## src/rtl/fb_arbiter_if.sv

```systemverilog
// Client and framebuffer signal bundle for fb_arbiter.
// master: the arbiter side; slave: the clients/framebuffer side.
interface fb_arbiter_if;
   logic       d_req;
   logic       d_mode;
   logic [7:0] d_xpos;
   logic [7:0] d_ypos;
   logic       d_grant;
   logic       d_valid;
   logic [7:0] d_dout;

   logic       w_req;
   logic [7:0] w_xpos;
   logic [7:0] w_ypos;
   logic [7:0] w_din;
   logic       w_grant;
   logic       w_done;

   logic [7:0] fb_xpos;
   logic [7:0] fb_ypos;
   logic       fb_mode;
   logic [7:0] fb_din;
   logic       fb_re;
   logic       fb_we;
   logic [7:0] fb_dout;
   logic       fb_data_valid;
   logic       fb_busy;

   logic       err;

   modport master (
      input  d_req, d_mode, d_xpos, d_ypos,
      input  w_req, w_xpos, w_ypos, w_din,
      input  fb_dout, fb_data_valid, fb_busy,
      output d_grant, d_valid, d_dout,
      output w_grant, w_done,
      output fb_xpos, fb_ypos, fb_mode, fb_din, fb_re, fb_we,
      output err
   );

   modport slave (
      output d_req, d_mode, d_xpos, d_ypos,
      output w_req, w_xpos, w_ypos, w_din,
      output fb_dout, fb_data_valid, fb_busy,
      input  d_grant, d_valid, d_dout,
      input  w_grant, w_done,
      input  fb_xpos, fb_ypos, fb_mode, fb_din, fb_re, fb_we,
      input  err
   );
endinterface

```

## src/rtl/fb_arbiter.sv

```systemverilog
// Round-robin arbiter sharing one framebuffer port between display reads and draw writes.
// Define FB_ARB_TIMEOUT_EN to enable the wait-state watchdog and sticky err flag.
module fb_arbiter #(
   parameter int unsigned TIMEOUT = 255
) (
   input  logic          clk,
   input  logic          reset,
   fb_arbiter_if.master  bus
);

   typedef enum logic [2:0] {IDLE, RD_SETUP, RD_WAIT, WR_SETUP, WR_WAIT} state_t;

   state_t     state_q;
   logic       d_grant_q;
   logic       d_valid_q;
   logic [7:0] d_dout_q;
   logic       w_grant_q;
   logic       w_done_q;
   logic [7:0] fb_xpos_q;
   logic [7:0] fb_ypos_q;
   logic       fb_mode_q;
   logic [7:0] fb_din_q;
   logic       fb_re_q;
   logic       fb_we_q;
   logic       prefer_d_q;
   logic       wr_skip_q;

   logic       pick_d_d;
   logic       pick_w_d;
   logic       rd_hit_d;
   logic       wr_hit_d;
   logic       abort_d;

   // RD_WAIT with fb_re low means the byte is already captured.
   assign rd_hit_d = (state_q == RD_WAIT) && fb_re_q && bus.fb_data_valid;
   assign wr_hit_d = (state_q == WR_WAIT) && !wr_skip_q && !bus.fb_busy;

`ifdef FB_ARB_TIMEOUT_EN
   localparam int unsigned WD_W = (TIMEOUT > 1) ? $clog2(TIMEOUT) : 1;

   logic [WD_W-1:0] wd_q;
   logic            wd_run_d;
   logic            err_q;

   assign wd_run_d = ((state_q == RD_WAIT) && fb_re_q) || (state_q == WR_WAIT);
   assign abort_d  = wd_run_d && (32'(wd_q) == TIMEOUT - 1) && !rd_hit_d && !wr_hit_d;

   always_ff @(posedge clk) begin
      if (reset || !wd_run_d || abort_d) begin
         wd_q <= '0;
      end else begin
         wd_q <= wd_q + 1'b1;
      end
   end

   always_ff @(posedge clk) begin
      if (reset) begin
         err_q <= 1'b0;
      end else if (abort_d) begin
         err_q <= 1'b1;
      end
   end

   assign bus.err = err_q;
`else
   logic unused_timeout;

   assign abort_d        = 1'b0;
   assign unused_timeout = ^TIMEOUT;
   assign bus.err        = 1'b0;
`endif

   always_comb begin
      pick_d_d = 1'b0;
      pick_w_d = 1'b0;
      if (!bus.fb_busy) begin
         if (bus.d_req && (!bus.w_req || prefer_d_q)) begin
            pick_d_d = 1'b1;
         end else if (bus.w_req) begin
            pick_w_d = 1'b1;
         end
      end
   end

   always_ff @(posedge clk) begin
      if (reset) begin
         state_q    <= IDLE;
         d_grant_q  <= 1'b0;
         d_valid_q  <= 1'b0;
         d_dout_q   <= '0;
         w_grant_q  <= 1'b0;
         w_done_q   <= 1'b0;
         fb_xpos_q  <= '0;
         fb_ypos_q  <= '0;
         fb_mode_q  <= 1'b0;
         fb_din_q   <= '0;
         fb_re_q    <= 1'b0;
         fb_we_q    <= 1'b0;
         prefer_d_q <= 1'b1;
         wr_skip_q  <= 1'b0;
      end else begin
         d_valid_q <= 1'b0;
         w_done_q  <= 1'b0;
         unique case (state_q)
            IDLE: begin
               if (pick_d_d) begin
                  d_grant_q  <= 1'b1;
                  fb_xpos_q  <= bus.d_xpos;
                  fb_ypos_q  <= bus.d_ypos;
                  fb_mode_q  <= bus.d_mode;
                  prefer_d_q <= 1'b0;
                  state_q    <= RD_SETUP;
               end else if (pick_w_d) begin
                  w_grant_q  <= 1'b1;
                  fb_xpos_q  <= bus.w_xpos;
                  fb_ypos_q  <= bus.w_ypos;
                  fb_mode_q  <= 1'b0;
                  fb_din_q   <= bus.w_din;
                  prefer_d_q <= 1'b1;
                  state_q    <= WR_SETUP;
               end
            end
            RD_SETUP: begin
               fb_re_q <= 1'b1;
               state_q <= RD_WAIT;
            end
            RD_WAIT: begin
               if (!fb_re_q) begin
                  d_valid_q <= 1'b1;
                  d_grant_q <= 1'b0;
                  state_q   <= IDLE;
               end else if (rd_hit_d) begin
                  d_dout_q <= bus.fb_dout;
                  fb_re_q  <= 1'b0;
               end else if (abort_d) begin
                  fb_re_q   <= 1'b0;
                  d_grant_q <= 1'b0;
                  state_q   <= IDLE;
               end
            end
            // The fb_we pulse is the second WR_SETUP cycle.
            WR_SETUP: begin
               if (!fb_we_q) begin
                  fb_we_q <= 1'b1;
               end else begin
                  fb_we_q   <= 1'b0;
                  wr_skip_q <= 1'b1;
                  state_q   <= WR_WAIT;
               end
            end
            WR_WAIT: begin
               wr_skip_q <= 1'b0;
               if (wr_hit_d) begin
                  w_done_q  <= 1'b1;
                  w_grant_q <= 1'b0;
                  state_q   <= IDLE;
               end else if (abort_d) begin
                  w_grant_q <= 1'b0;
                  state_q   <= IDLE;
               end
            end
            default: state_q <= IDLE;
         endcase
      end
   end

   assign bus.d_grant = d_grant_q;
   assign bus.d_valid = d_valid_q;
   assign bus.d_dout  = d_dout_q;
   assign bus.w_grant = w_grant_q;
   assign bus.w_done  = w_done_q;
   assign bus.fb_xpos = fb_xpos_q;
   assign bus.fb_ypos = fb_ypos_q;
   assign bus.fb_mode = fb_mode_q;
   assign bus.fb_din  = fb_din_q;
   assign bus.fb_re   = fb_re_q;
   assign bus.fb_we   = fb_we_q;

endmodule
```

## src/flat_wrapper.sv

```systemverilog
// flat-port wrapper written by rule: the top's interface ports become plain ports
module fb_arbiter_flat 
#(
   parameter int unsigned TIMEOUT = 255
)
  (clk, reset, bus_d_req, bus_d_mode, bus_d_xpos, bus_d_ypos, bus_w_req, bus_w_xpos, bus_w_ypos, bus_w_din, bus_fb_dout, bus_fb_data_valid, bus_fb_busy, bus_d_grant, bus_d_valid, bus_d_dout, bus_w_grant, bus_w_done, bus_fb_xpos, bus_fb_ypos, bus_fb_mode, bus_fb_din, bus_fb_re, bus_fb_we, bus_err);
  fb_arbiter_if bus_i ();
  input  logic clk;
  input  logic reset;
  input wire logic [$bits(bus_i.d_req)-1:0] bus_d_req;
  input wire logic [$bits(bus_i.d_mode)-1:0] bus_d_mode;
  input wire logic [$bits(bus_i.d_xpos)-1:0] bus_d_xpos;
  input wire logic [$bits(bus_i.d_ypos)-1:0] bus_d_ypos;
  input wire logic [$bits(bus_i.w_req)-1:0] bus_w_req;
  input wire logic [$bits(bus_i.w_xpos)-1:0] bus_w_xpos;
  input wire logic [$bits(bus_i.w_ypos)-1:0] bus_w_ypos;
  input wire logic [$bits(bus_i.w_din)-1:0] bus_w_din;
  input wire logic [$bits(bus_i.fb_dout)-1:0] bus_fb_dout;
  input wire logic [$bits(bus_i.fb_data_valid)-1:0] bus_fb_data_valid;
  input wire logic [$bits(bus_i.fb_busy)-1:0] bus_fb_busy;
  output wire logic [$bits(bus_i.d_grant)-1:0] bus_d_grant;
  output wire logic [$bits(bus_i.d_valid)-1:0] bus_d_valid;
  output wire logic [$bits(bus_i.d_dout)-1:0] bus_d_dout;
  output wire logic [$bits(bus_i.w_grant)-1:0] bus_w_grant;
  output wire logic [$bits(bus_i.w_done)-1:0] bus_w_done;
  output wire logic [$bits(bus_i.fb_xpos)-1:0] bus_fb_xpos;
  output wire logic [$bits(bus_i.fb_ypos)-1:0] bus_fb_ypos;
  output wire logic [$bits(bus_i.fb_mode)-1:0] bus_fb_mode;
  output wire logic [$bits(bus_i.fb_din)-1:0] bus_fb_din;
  output wire logic [$bits(bus_i.fb_re)-1:0] bus_fb_re;
  output wire logic [$bits(bus_i.fb_we)-1:0] bus_fb_we;
  output wire logic [$bits(bus_i.err)-1:0] bus_err;
  assign bus_i.d_req = bus_d_req;
  assign bus_i.d_mode = bus_d_mode;
  assign bus_i.d_xpos = bus_d_xpos;
  assign bus_i.d_ypos = bus_d_ypos;
  assign bus_i.w_req = bus_w_req;
  assign bus_i.w_xpos = bus_w_xpos;
  assign bus_i.w_ypos = bus_w_ypos;
  assign bus_i.w_din = bus_w_din;
  assign bus_i.fb_dout = bus_fb_dout;
  assign bus_i.fb_data_valid = bus_fb_data_valid;
  assign bus_i.fb_busy = bus_fb_busy;
  assign bus_d_grant = bus_i.d_grant;
  assign bus_d_valid = bus_i.d_valid;
  assign bus_d_dout = bus_i.d_dout;
  assign bus_w_grant = bus_i.w_grant;
  assign bus_w_done = bus_i.w_done;
  assign bus_fb_xpos = bus_i.fb_xpos;
  assign bus_fb_ypos = bus_i.fb_ypos;
  assign bus_fb_mode = bus_i.fb_mode;
  assign bus_fb_din = bus_i.fb_din;
  assign bus_fb_re = bus_i.fb_re;
  assign bus_fb_we = bus_i.fb_we;
  assign bus_err = bus_i.err;
  fb_arbiter #(.TIMEOUT(TIMEOUT)) u_core (.clk(clk), .reset(reset), .bus(bus_i));
endmodule
```

## config.mk

```make
export PLATFORM = sky130hd
export DESIGN_NAME = fb_arbiter_flat
export DESIGN_NICKNAME = d
export VERILOG_FILES = /design/src/rtl/fb_arbiter_if.sv /design/src/rtl/fb_arbiter.sv /design/src/flat_wrapper.sv
export SDC_FILE = /design/constraint.sdc
export NUM_CORES = 1
export LEC_CHECK = 0
export ABC_CLOCK_PERIOD_IN_PS = 3500
export CAP_MARGIN = 10
export CORE_ASPECT_RATIO = 1.75
export CORE_UTILIZATION = 40
export CTS_CLUSTER_DIAMETER = 30
export DETAILED_ROUTE_END_ITERATION = 12
export PLACE_DENSITY = 0.78
export SYNTH_ARGS = -nofsm -noshare
export SYNTH_HDL_FRONTEND = slang
export SYNTH_SLANG_ARGS = --single-unit
```

## constraint.sdc

```tcl
create_clock -name clk -period 3.5 [get_ports clk]
set_input_delay 1.05 -clock clk [delete_from_list [all_inputs] [get_ports clk]]
set_output_delay 1.05 -clock clk [all_outputs]
set_load 0.01 [all_outputs]
```

; Word-level counts from Yosys, hierarchy flattened
; Cells that the tools add are included.
[totals]
ff_bits = 44
latch_bits = 0
ramBits = 0
romBits = 0
input_bits = 55
elab_cells = 85
n_memories = 0
[op_classes]
addsub = 0
multipliers = 0
n_div = 0
order_cmp = 0
eq_ne = 11
shift = 0
n_mux = 33
bitwise = 3
reduce_logical = 24
[op_table]
columns = op, count
row1 = 8-bit two-way mux, 4
row2 = 1-bit two-way mux, 19
row3 = 3-bit two-way mux, 5
row4 = 3-bit one-hot mux with 5 select lines, 1
row5 = 2-bit nonzero test, 5
row6 = 3-bit AND reduction, 3
row7 = "2-bit by 1-bit != test with 1-bit output, second input constant", 4
row8 = 1-bit one-hot mux with 2 select lines, 4
row9 = 4-bit AND reduction, 2
row10 = "3-bit by 2-bit == test with 1-bit output, second input constant", 2
row11 = 1-bit logical AND, 5
row12 = "2-bit != test, second input constant", 2
row13 = 2-bit AND reduction, 2
row14 = 2-bit OR reduction, 2
row15 = "3-bit by 1-bit == test with 1-bit output, second input constant", 1
row16 = "3-bit == test, second input constant", 1
row17 = 1-bit logical NOT, 3
row18 = 3-bit logical NOT, 1
row19 = "3-bit by 1-bit != test with 1-bit output, second input constant", 1
row20 = 1-bit NOT, 3
row21 = 1-bit logical OR, 1

; Depth between registers and ports, before layout
[logic_depth]
ltp_word = 8
depth_mapped = 5
mapped_depth_nobuf = 3

; Worst setup path after synthesis
; Ideal clock, no wire load.
[synth_timing]
kind = input port to flip-flop
from = input bus_fb_busy
to = register u_core.fb_xpos_q[7] (netlist: u_core.bus.fb_xpos[7])
arrival_ps = 1834
t_required_ps = 3409
slack_ps = 1575
cell_stages = 5
n_path_buf = 2
cell_sequence = o21ba_2 -> buf_2 -> buf_4 -> a21oi_1 -> a311oi_1
[synth_via]
elab_chain_len = 3
[synth_lines]
columns = item, line_no
row1 = from (decl), flat_wrapper.sv:20  ; input wire logic [$bits(bus_i.fb_busy)-1:0] bus_fb_busy;
row2 = 1-bit two-way mux, fb_arbiter.sv:76  ; if (!bus.fb_busy) begin
row3 = 2-bit nonzero test (no source line), --
row4 = 2-bit AND reduction (no source line), --
row5 = to (signal assigned), fb_arbiter.sv:108  ; fb_xpos_q <= bus.d_xpos;
row6 = to (signal assigned), fb_arbiter.sv:115  ; fb_xpos_q <= bus.w_xpos;
row7 = to (decl), fb_arbiter.sv:19  ; logic [7:0] fb_xpos_q;
; Parallel ways exist; a longest one is shown, timed or not.
; A chain may end at the register's enable or synchronous reset.

; Final worst setup path
[layout_timing]
from = register u_core.fb_re_q (netlist: u_core.bus.fb_re)
to = output bus_fb_re
[layout_lines]
columns = item, line_no
row1 = from (decl), fb_arbiter.sv:23  ; logic fb_re_q;
row2 = from (signal assigned), fb_arbiter.sv:97  ; fb_re_q <= 1'b0;
row3 = from (signal assigned), fb_arbiter.sv:124  ; fb_re_q <= 1'b1;
row4 = from (signal assigned), fb_arbiter.sv:134  ; fb_re_q <= 1'b0;
row5 = to (decl), flat_wrapper.sv:30  ; output wire logic [$bits(bus_i.fb_re)-1:0] bus_fb_re;
; No word-level cell between the ends.

==> summary.md <==
For the maximum clock skew at final layout, the log shows 0.009406 ns. The flow ran to the end, and the final reports show no timing, DRC or antenna violations. Relative to the synthesized area, the layout overhead comes to 47.32%. Entering global routing, the biggest net connects 45 pins.

CTS saw 44 sinks. The mapped netlist covers 2054 µm². For the worst flop-to-flop path, the logic depth is 3. The overall die height works out to 96.81 µm. In this run the deepest clock path goes through 2 buffers. In this run the top signal layer used is met4.

In the routed design, unresolved DRC markers number 0. Clock-pin slew was measured on the worst setup and hold paths at 0.08 ns. Routability-driven placement finished with a final weighted congestion of 0.7455. After floorplanning, the core was divided into 34 placement rows. In the final timing run, aggregate negative setup slack is 0 ns. The final layout contains routed wiring with a total length of 5.767 mm.

The library cells used most frequently in the layout, excluding fill and tap cells, are sky130_fd_sc_hd__clkdlybuf4s50_1 (93), sky130_fd_sc_hd__dfxtp_1 (44), sky130_fd_sc_hd__a21oi_1 (40). After global routing the overflow that remains totals 0. The clock latency of the later-clocked register in the worst-skew pair came out at 0.30 ns. The number of buffers and inverters on the critical path works out to 1.

Walking the worst path, the cells encountered are clkdlybuf4s50_1. For this design the ratio of total power to cell area is 382.8 nW/µm². Hold is met by 0.4759 ns. The tools report the number of antenna-violating nets in the routed design as 0. On the critical path, the stage with the largest delay is an instance of sky130_fd_sc_hd__clkdlybuf4s50_1.

The total number of cells along the worst setup path works out to 1. The logs give 0 for the buffers inserted during post-CTS setup optimization and 0.0002815 V for the worst ir drop on vdd. Setup violations remaining at the end of the flow were counted as 0. The number of nets in the synthesized netlist is 297. The H-tree generated during clock tree synthesis spans 2 levels. Measured against its own limit, the worst slew margin works out to 30.78%. The leakage component of the power was 0.9802 nW. STA classifies the critical path endpoint as an output port. Summing over every cut layer, the via total after detailed routing is 2,178. The number of antenna violations at the first check in global routing is 0. During I/O placement, the number of pins put on the boundary was 95.

Synthesis instantiated 40 different standard cells from the library. For the post-detailed-placement half-perimeter wirelength, the log shows 4.046 mm. For the pin with the worst max-slew slack, the measured transition is 1.024 ns. The mean cell area of the mapped netlist was 8.490 µm²; the post-layout instance count excluding filler cells was 373.

The detailed router put a total of 2.170 mm of wire on met1. Of the synthesized area, sequential elements account for 42.87%. The clock buffer count from CTS was 5. The maximum achievable frequency was 410.4 MHz. The design draws 1.159 mW. The run gives 373 as the net count reported at finish.

For the number of hold violations in the final report, the log shows 0. Setup repair after global routing left no endpoint under its margin. The floorplan die width is 56.18 µm. The tightest min-delay check is of the reg -> reg type. The tools report the area enclosed by the die boundary as 5438 µm². The data required time at the worst endpoint was 2.45 ns.

The average wire per cell in the routed design was 15.46 µm; the number of DRC markers after the initial detailed-route iteration was 97. The flip-flop and latch count after synthesis came out at 44. The initial utilization of the core area, before any placement, comes to 41.63%. The number of violations of the max-capacitance limit came out at 0. The delay of the slowest cell on the worst path works out to 0.61 ns. STA classifies the critical path startpoint as a flop. The largest fanout on the critical path was 8. The region available for standard cell placement spans 4935 µm².

Synthesis produced 242 cells. The wire length of the first global-routing pass was 9.535 mm. Leaving out fill and tap cells, the most frequent cell in the layout is sky130_fd_sc_hd__clkdlybuf4s50_1.

The worst setup path is of the reg -> out kind. Post-detailed-route via-to-cell ratio: 5.839. TritonCTS built the clock tree. Data on the critical path arrives at its endpoint at 1.39 ns. The number of placed instances, taps included was 365; the met3 layer wire length in the routed design was 246 µm.

The share of the clock period used by the worst path came out at 69.62%. For the iteration count of the initial detailed-routing pass, the log shows 4. Of the cells placed in the final design, the portion with a size suffix greater than 1 is 5.329%. The tools report the number of max-slew violations in the final report as 0. The tree is rooted in a sky130_fd_sc_hd__clkbuf_8. The via count of the first global-routing pass came out at 2,023. The logs give 3.225 mm for the total met2 wirelength after detailed routing and 440 for the number of fill cells in the layout.

The tools report the number of instances resized during post-cts repair as 0. The cts-stage hold buffer count is 0, and the worst hold path depth is 2. Time the final worst path needs with I/O delays and setup: 2.437 ns.

Yosys printed 0 warnings. The number of antenna cells inserted came out at 0. For the aggregate global-route resource usage, the log shows 21.37%. In this design, the largest share of critical-path delay is due to buffers and inverters. The count of buffers from port buffering works out to 93.
==> path summary, 6_finish.rpt <==
check             slack [ns]            startpoint                    end
hold reg to reg         0.48  u_core.bus.d_dout[3]   u_core.bus.d_dout[3]
setup reg to reg        1.53     u_core.state_q[0]  u_core.bus.fb_xpos[7]
hold / removal          0.48  u_core.bus.d_dout[3]   u_core.bus.d_dout[3]
setup / recovery        1.06      u_core.bus.fb_re              bus_fb_re
==> cell families after synthesis <==
kind of cell    synth area share, %
simple gates                  19.67
other cells                  0.1825
flops                         42.87
buf+inv                       7.430
compound gates                29.84
==> flip-flops by register name (all words and copies together) (netlist names) <==
signal	count
u_core.bus.fb_re	1
u_core.bus.d_valid	1
u_core.wr_skip_q	1
u_core.bus.d_grant	1
u_core.bus.fb_we	1
u_core.prefer_d_q	1
u_core.bus.w_done	1
u_core.bus.w_grant	1
u_core.state_q	3
u_core.bus.fb_xpos	8
u_core.bus.d_dout	8
u_core.bus.fb_mode	1
u_core.bus.fb_ypos	8
u_core.bus.fb_din	8
==> where the power goes <==
part	switching (mW)	internal [mW]	leakage, nW
Combinational	0.127	0.147	0.580
Sequential	0.0285	0.532	0.359
Clock	0.182	0.141	0.0404
==> layout make-up <==
type                    instances  area (µm²)  area share, %
clock buffers                   5       68.82          2.274
clock inverters                 3       23.77         0.7854
inverters                       1       3.754         0.1240
multi-input cells             169        1021          33.73
flip-flops and latches         44       880.8          29.10
well taps                      54       67.56          2.232
repair buffers                 97       960.9          31.75
==> cells in the mapped netlist (all sizes together) <==
master	number	share of area (%)
and2	1	0.30
o32ai	1	0.43
o211ai	1	0.37
or2	1	0.30
nor4	1	0.30
or3	2	0.85
nand4	9	2.7
conb	1	0.18
nor4bb	1	0.49
a21oi	40	9.7
a211oi	1	0.37
dfxtp	44	43
nor3	2	1.0
nand2	5	0.91
buf	19	5.5
clkbuf	9	1.7
o21ai	28	6.8
nand3	26	6.3
o21a	1	0.37
o21bai	1	0.37
nand3b	3	1.1
o41ai	1	0.43
nor2	4	1.1
nand2b	4	1.2
nor2b	4	1.2
and3b	1	0.43
nand4bb	1	0.55
or4	1	0.37
a311oi	16	6.8
o31ai	10	3.7
o21ba	1	0.49
nor4b	1	0.43
inv	1	0.18
==> metrics by stage <==
stage,worst slack (ns),util [%],instance area (µm²)
finish,1.063,61.33,3027
floorplan,1.575,-,2054
detailed placement,0.7867,59.46,2934
global route,0.8563,61.33,3027
CTS,1.068,61.33,3027
global placement,0.8192,59.46,2934
==> routing by layer <==
layer | up-vias | GRT usage (%)
met2 | 77 | 39.01
met1 | 1024 | 24.22
met5 | - | 0
li1 | 1065 | -
met3 | 12 | 2.941
met4 | 0 | 8.630
No activity file was read; power rests on OpenSTA's default activity.
